==> src/rtl/comm_slave.sv <==
// comm_slave: copter-side UART endpoint. Assembles 3-byte command frames
// (cmd, data_hi, data_lo) from RX and serializes a one-byte response on TX.
module comm_slave #(
  parameter int unsigned BAUD_DIV = 2604
) (
  input  logic        clk,
  input  logic        rst_n,
  input  logic        RX,
  output logic        TX,
  output logic [7:0]  cmd,
  output logic [15:0] data,
  output logic        cmd_rdy,
  input  logic        clr_cmd_rdy,
  input  logic [7:0]  resp,
  input  logic        send_resp,
  output logic        resp_sent,
  output logic        frm_err
);

  localparam int unsigned CNT_W = 12;
  localparam logic [CNT_W-1:0] BAUD_FULL = CNT_W'(BAUD_DIV);
  localparam logic [CNT_W-1:0] BAUD_HALF = CNT_W'(BAUD_DIV / 2);
  localparam logic [CNT_W-1:0] CNT_ONE   = CNT_W'(1);

  typedef enum logic [1:0] {
    RX_IDLE  = 2'd0,
    RX_START = 2'd1,
    RX_DATA  = 2'd2,
    RX_STOP  = 2'd3
  } rx_state_t;

  typedef enum logic {
    TX_IDLE = 1'b0,
    TX_XMIT = 1'b1
  } tx_state_t;

  // ---------------------------------------------------------------- RX side
  logic             rx_meta, rx_sync, rx_prev;
  logic             rx_fall;
  rx_state_t        rx_state, rx_state_nxt;
  logic [CNT_W-1:0] rx_cnt;
  logic             rx_tick;
  logic [2:0]       rx_bit_idx;
  logic [7:0]       rx_shift;
  logic             rx_load, rx_start_ok, rx_shift_en, rx_byte_ok, rx_byte_bad;

  logic [1:0]       byte_idx;
  logic [7:0]       cmd_shadow;
  logic [7:0]       hi_shadow;
  logic             frame_done;

  // Two-flop synchronizer plus one delay flop for falling-edge detection
  always_ff @(posedge clk or negedge rst_n) begin
    if (!rst_n) begin
      rx_meta <= 1'b1;
      rx_sync <= 1'b1;
      rx_prev <= 1'b1;
    end else begin
      rx_meta <= RX;
      rx_sync <= rx_meta;
      rx_prev <= rx_sync;
    end
  end

  assign rx_fall = rx_prev & ~rx_sync;
  assign rx_tick = (rx_state != RX_IDLE) && (rx_cnt == CNT_ONE);

  // RX state register
  always_ff @(posedge clk or negedge rst_n) begin
    if (!rst_n) rx_state <= RX_IDLE;
    else        rx_state <= rx_state_nxt;
  end

  // RX next-state logic
  always_comb begin
    rx_state_nxt = rx_state;
    case (rx_state)
      RX_IDLE:  if (rx_fall) rx_state_nxt = RX_START;
      RX_START: if (rx_tick) rx_state_nxt = rx_sync ? RX_IDLE : RX_DATA;
      RX_DATA:  if (rx_tick && (rx_bit_idx == 3'd7)) rx_state_nxt = RX_STOP;
      RX_STOP:  if (rx_tick) rx_state_nxt = RX_IDLE;
      default:  rx_state_nxt = RX_IDLE;
    endcase
  end

  // RX control strobes decoded from the current state
  always_comb begin
    rx_load     = 1'b0;
    rx_start_ok = 1'b0;
    rx_shift_en = 1'b0;
    rx_byte_ok  = 1'b0;
    rx_byte_bad = 1'b0;
    case (rx_state)
      RX_IDLE:  rx_load     = rx_fall;
      RX_START: rx_start_ok = rx_tick & ~rx_sync;
      RX_DATA:  rx_shift_en = rx_tick;
      RX_STOP: begin
        rx_byte_ok  = rx_tick & rx_sync;
        rx_byte_bad = rx_tick & ~rx_sync;
      end
      default: ;
    endcase
  end

  // Bit timing counter and LSB-first data shifter
  always_ff @(posedge clk or negedge rst_n) begin
    if (!rst_n) begin
      rx_cnt     <= '0;
      rx_bit_idx <= '0;
      rx_shift   <= '0;
    end else begin
      if (rx_load)                    rx_cnt <= BAUD_HALF;
      else if (rx_tick)               rx_cnt <= BAUD_FULL;
      else if (rx_state != RX_IDLE)   rx_cnt <= rx_cnt - CNT_ONE;

      if (rx_start_ok)                rx_bit_idx <= '0;
      else if (rx_shift_en)           rx_bit_idx <= rx_bit_idx + 3'd1;

      if (rx_shift_en)                rx_shift <= {rx_sync, rx_shift[7:1]};
    end
  end

  assign frame_done = rx_byte_ok && (byte_idx == 2'd2);

  // Frame assembly; outputs only move when the third byte lands
  always_ff @(posedge clk or negedge rst_n) begin
    if (!rst_n) begin
      byte_idx   <= '0;
      cmd_shadow <= '0;
      hi_shadow  <= '0;
      cmd        <= '0;
      data       <= '0;
      frm_err    <= 1'b0;
    end else begin
      frm_err <= rx_byte_bad;
      if (rx_byte_bad) begin
        byte_idx <= '0;
      end else if (rx_byte_ok) begin
        case (byte_idx)
          2'd0: begin
            cmd_shadow <= rx_shift;
            byte_idx   <= 2'd1;
          end
          2'd1: begin
            hi_shadow <= rx_shift;
            byte_idx  <= 2'd2;
          end
          2'd2: begin
            cmd      <= cmd_shadow;
            data     <= {hi_shadow, rx_shift};
            byte_idx <= 2'd0;
          end
          default: byte_idx <= 2'd0;
        endcase
      end
    end
  end

  // Sticky frame-ready flag; a confirmed start of a new frame also clears it
  always_ff @(posedge clk or negedge rst_n) begin
    if (!rst_n)                                          cmd_rdy <= 1'b0;
    else if (frame_done)                                 cmd_rdy <= 1'b1;
    else if (clr_cmd_rdy || (rx_start_ok && (byte_idx == 2'd0))) cmd_rdy <= 1'b0;
  end

  // ---------------------------------------------------------------- TX side
  tx_state_t        tx_state, tx_state_nxt;
  logic [CNT_W-1:0] tx_cnt;
  logic [3:0]       tx_bit_idx;
  logic [9:0]       tx_shift;
  logic             tx_tick;
  logic             tx_load, tx_shift_en, tx_done;

  assign tx_tick = (tx_state == TX_XMIT) && (tx_cnt == CNT_ONE);

  // TX state register
  always_ff @(posedge clk or negedge rst_n) begin
    if (!rst_n) tx_state <= TX_IDLE;
    else        tx_state <= tx_state_nxt;
  end

  // TX next-state logic
  always_comb begin
    tx_state_nxt = tx_state;
    case (tx_state)
      TX_IDLE: if (send_resp) tx_state_nxt = TX_XMIT;
      TX_XMIT: if (tx_tick && (tx_bit_idx == 4'd9)) tx_state_nxt = TX_IDLE;
      default: tx_state_nxt = TX_IDLE;
    endcase
  end

  // TX control strobes; send_resp is only honoured while idle
  always_comb begin
    tx_load     = 1'b0;
    tx_shift_en = 1'b0;
    tx_done     = 1'b0;
    case (tx_state)
      TX_IDLE: tx_load = send_resp;
      TX_XMIT: begin
        tx_shift_en = tx_tick;
        tx_done     = tx_tick && (tx_bit_idx == 4'd9);
      end
      default: ;
    endcase
  end

  // Shift register, bit timer and completion flag
  always_ff @(posedge clk or negedge rst_n) begin
    if (!rst_n) begin
      tx_shift   <= '1;
      tx_cnt     <= '0;
      tx_bit_idx <= '0;
      resp_sent  <= 1'b0;
    end else if (tx_load) begin
      tx_shift   <= {1'b1, resp, 1'b0};
      tx_cnt     <= BAUD_FULL;
      tx_bit_idx <= '0;
      resp_sent  <= 1'b0;
    end else if (tx_shift_en) begin
      tx_shift   <= {1'b1, tx_shift[9:1]};
      tx_cnt     <= BAUD_FULL;
      tx_bit_idx <= tx_bit_idx + 4'd1;
      if (tx_done) resp_sent <= 1'b1;
    end else if (tx_state == TX_XMIT) begin
      tx_cnt <= tx_cnt - CNT_ONE;
    end
  end

  assign TX = tx_shift[0];

endmodule

==> config.mk <==
export PLATFORM = sky130hd
export DESIGN_NAME = comm_slave
export DESIGN_NICKNAME = d
export VERILOG_FILES = /design/src/rtl/comm_slave.sv
export SDC_FILE = /design/constraint.sdc
export NUM_CORES = 1
export LEC_CHECK = 0
export BUFFER_PORTS_ARGS = -buffer_cell sky130_fd_sc_hd__buf_2
export CAP_MARGIN = 40
export CORE_ASPECT_RATIO = 1.4
export CORE_MARGIN = 3
export CORE_UTILIZATION = 30
export CTS_BUF_LIST = sky130_fd_sc_hd__clkbuf_8
export CTS_CLUSTER_SIZE = 12
export DETAILED_ROUTE_END_ITERATION = 16
export SKIP_LAST_GASP = 1
export SYNTH_ARGS = -nofsm -noshare
export SYNTH_HDL_FRONTEND = slang
export SYNTH_SLANG_ARGS = --single-unit
==> constraint.sdc <==
create_clock -name clk -period 5.79 [get_ports clk]
set_input_delay 1.158 -clock clk [delete_from_list [all_inputs] [get_ports clk]]
set_output_delay 1.158 -clock clk [all_outputs]
set_load 0.01 [all_outputs]
==> summary.txt <==
Pwr
  • Max VDD drop: between 0.15 and 0.2 mV
  • Leak: ~2.5 nW
  • Switching Share: 29.2%
  • Clock power frac: about a third
  • Comb power frac: ~16%
  • Total net switching power: between 0.5 and 0.6 mW
  • Flop pwr share: 51.2%
  • Power per cell area: 352 mW/mm2
  • Cell internal pwr: between 1 and 1.5 mW

GRT
  • Global route overflow: 0
  • Global-route wire length before repair: between 10 and 15 mm
  • Largest net degree at the start of global routing: ~60
  • Tot GR Track Use: 11.7%
  • Initial antenna violation count: 0
  • Vias in the first global route: around 3,000

Synth
  • Area share of fa/ha/maj cells after synthesis: around 2.3%
  • Compound-gate portion of the synthesized area: under 10%
  • Syn Area/Cell: 12.0 um2
  • Part of the Yosys area used for sequential elements: a little under three fifths
  • Simple-gate share of the synthesized area: 14.4%
  • Post-synthesis mux area share: between 10% and 20%
  • Synth async-reset ratio: 100%
  • Post-synth top flop: dfrtp_1
  • Ys Warns: 0
  • Main combinational cell family by area after synthesis: simple AND/OR/NAND/NOR gates
  • Cells after Synth: roughly 360
  • Synth Cell Area: about 0.0044 mm2
  • Synth unique cells: 45
  • Post-synth EDFFs: 0
  • Flops & latches, synth: 99
  • Synthesized Nets: 385
  • XOR/XNOR Fraction of Synth Area: between 1.5 and 2%

Floorplan
  • Row cnt: 51
  • DIE WIDTH: between 100 and 150 um
  • Core area: 0.0141 mm2
  • IO Pins: 41
  • Starting Density: a little under a third
  • Die Ht: about 150 um
  • Die area: between 0.015 and 0.02 mm2

CTS
  • PostCTS Resize Cnt: 0
  • H-tree levels: 3
  • # Post-CTS Setup Buffers: 0
  • CTS tree: built
  • Root Buffer: clkbuf_8
  • Worst-path clk slew: roughly 0.10 ns
  • Worst skew pair latency: ~0.37 ns
  • Hold_buf cts: 0
  • Sink Count: between 90 and 100
  • Longest Clk Path Bufs: 2
  • CTS buffer count: 9

STA
  • Final Critical Period: 2.60 ns
  • RSZ-0062 raised after global routing: no
  • Fin. Hold Viols: 0
  • Min Hold Slack: about 0.36 ns
  • Final TNS setup: 0 ns
  • Clock Skews: ~0.010 ns
  • Relative slew slack: between 40 and 50%
  • Max Slew Vio Count: 0
  • Slew of the pin with the lowest slew margin: between 0.8 and 0.9 ns
  • Setup violators final: 0
  • Period utilization: between 40% and 50%
  • Maximum clock frequency: about 380 MHz

Route
  • Vias per cell: between 4 and 5
  • DR WL/cell: 14.8 um
  • Routed WL: between 8 and 9 mm
  • Drc violations: 0
  • DR vias: slightly below 3,000
  • Initial DRC Count: between 150 and 200
  • Drt pass-1 iters: 4
  • Detail Route Antenna Nets: 0

Final layout
  • # fillers: between 1,000 and 1,500
  • Area delta synth->final: 15.2%
  • Net count, final: around 430
  • FF+latch area: 0.00249 mm2
  • Ant. Diodes: 0
  • Finished Layout Cells: 594
  • Area of the multi-input gates: about 0.0018 mm2
  • Commonest non-fill, non-tap cell in the layout: dfrtp_1
  • Most frequent cells in the layout: dfrtp_1, mux2_2, buf_2
  • Share of layout cells above drive strength 1: 30.8%

Critical path
  • CP Max Fanout: 22
  • Crit path cell chain: or4_1 > or4_1 > or3_1 > a21oi_1
  • Crit-path slowest cell: or4_1
  • Top delay family on crit path: simple AND/OR/NAND/NOR gates
  • Crit-path most repeated cell: or4_1
  • Startpoint types: flip-flop
  • RR Endpoint: tx_bit_idx[3]
  • CP Class: reg2reg
  • Critical Path Max Stage Delay: approximately 0.83 ns
  • Crit. End Element: flip-flop
  • Reg2reg start: tx_cnt[4]
  • R2R setup slack: 3.19 ns
  • Worst Path Buf+Inv: 0
  • CP arrival: a little under 3 ns
  • FF-to-FF path depth: 4
  • WP data required: ~6.1 ns

Outcome
  • Outcome: finished, final reports clean

Placed design
  • RD Place Congestion: ~0.82
  • # port buffers: 40
  • DP Cell Count: just under 600
  • Hpwl dp: ~6 mm

Hold path
  • Hold Crit Class: reg2reg
  • Hold_sp: rx_meta
  • Hold endpoint: rx_sync
  • Hold depth: 0

Flow run
  • Max-cap viol count: 0
## stage by stage
stage	total power, mW	util (%)	instance area [um2]	setup slack, ns
after global routing	1.88	35.7	5030	3.10
final	1.77	35.7	5030	3.19
after detailed placement	1.20	33.8	4760	3.20
after floorplan	1.11	-	4370	3.69
after global placement	1.19	33.6	4740	3.26
after CTS	1.79	35.7	5030	3.20
## worst max-delay path by stage
stage	cells past startpoint	end	slack (ns)	from
2_1_floorplan	6	data[8]	3.69	rx_cnt[10]
3_3_place_gp	4	data[2]	3.26	rx_cnt[10]
6_report	4	tx_bit_idx[3]	3.19	tx_cnt[4]
4_1_cts	4	tx_bit_idx[3]	3.20	tx_cnt[4]
5_1_grt	4	tx_bit_idx[3]	3.10	tx_cnt[4]
3_5_place_dp	4	tx_bit_idx[3]	3.20	tx_cnt[4]
## power groups by stage
stage	Clock, mW	Sequential (mW)	Combinational, mW
detailed placement	0	0.918	0.285
global route	0.626	0.925	0.327
floorplan	0	0.871	0.242
CTS	0.595	0.907	0.286
global placement	0	0.911	0.275
finish	0.582	0.907	0.284
## state kept, by name, indices dropped and copies added, names as in the netlist, named ones only
name,count
tx_shift,9
frm_err,1
cmd,8
data,16
rx_bit_idx,3
tx_cnt,12
rx_state,1
tx_bit_idx,4
rx_meta,1
resp_sent,1
rx_cnt,12
cmd_shadow,8
rx_prev,1
tx_state,1
rx_sync,1
rx_shift,8
byte_idx,2
hi_shadow,8
cmd_rdy,1
## kinds of logic (layout without fill, tap and decap cells)
| logic type | Yosys count | after routing |
|---|---|---|
| AO/OA/AOI/OAI | 55 | 55 |
| AND/OR/NAND/NOR | 112 | 112 |
| adder cells (fa/ha/maj) | 8 | 8 |
| buffers and inverters | 26 | 71 |
| XOR/XNOR | 8 | 8 |
| flip-flops | 99 | 99 |
| multiplexers | 56 | 56 |
## cell type report
cell class | instances | share of cell area, %
Inverter | 11 | 0.820
Sequential cell | 99 | 49.5
Multi-Input combinational cell | 239 | 34.9
Clock buffer | 9 | 2.46
Timing Repair Buffer | 44 | 4.77
Tap cell | 185 | 4.60
Clock inverter | 7 | 2.93
## synth_stat cells, types with 4 or more instances
| cell | count | share of area, % |
|---|---|---|
| nor2_1 | 25 | 2.1 |
| nor4_1 | 8 | 1.1 |
| clkbuf_1 | 10 | 0.86 |
| nand3_1 | 17 | 1.9 |
| inv_1 | 11 | 0.95 |
| mux2i_1 | 9 | 2.1 |
| o21ai_0 | 20 | 2.3 |
| xnor2_1 | 7 | 1.4 |
| a21o_1 | 6 | 1.0 |
| a21oi_1 | 13 | 1.5 |
| nand2_1 | 16 | 1.4 |
| dfrtp_1 | 87 | 50 |
| or3_1 | 9 | 1.3 |
| mux2_2 | 44 | 11 |
| dfstp_2 | 12 | 7.2 |
| or2_2 | 4 | 0.57 |
| nor3_1 | 5 | 0.57 |
| nand4_1 | 7 | 1.0 |
| ha_1 | 8 | 2.3 |
| or4_1 | 5 | 0.86 |
## routing by layer
metal  up-vias  GRT usage (%)  part of all wire, %
met2        45           19.3                   52
met4         0           5.43                  2.1
met1      1446           14.6                   44
li1       1385              -                    -
met5         -              0                    0
met3        13           2.38                  2.4
Power figures use the tool's default switching activity.
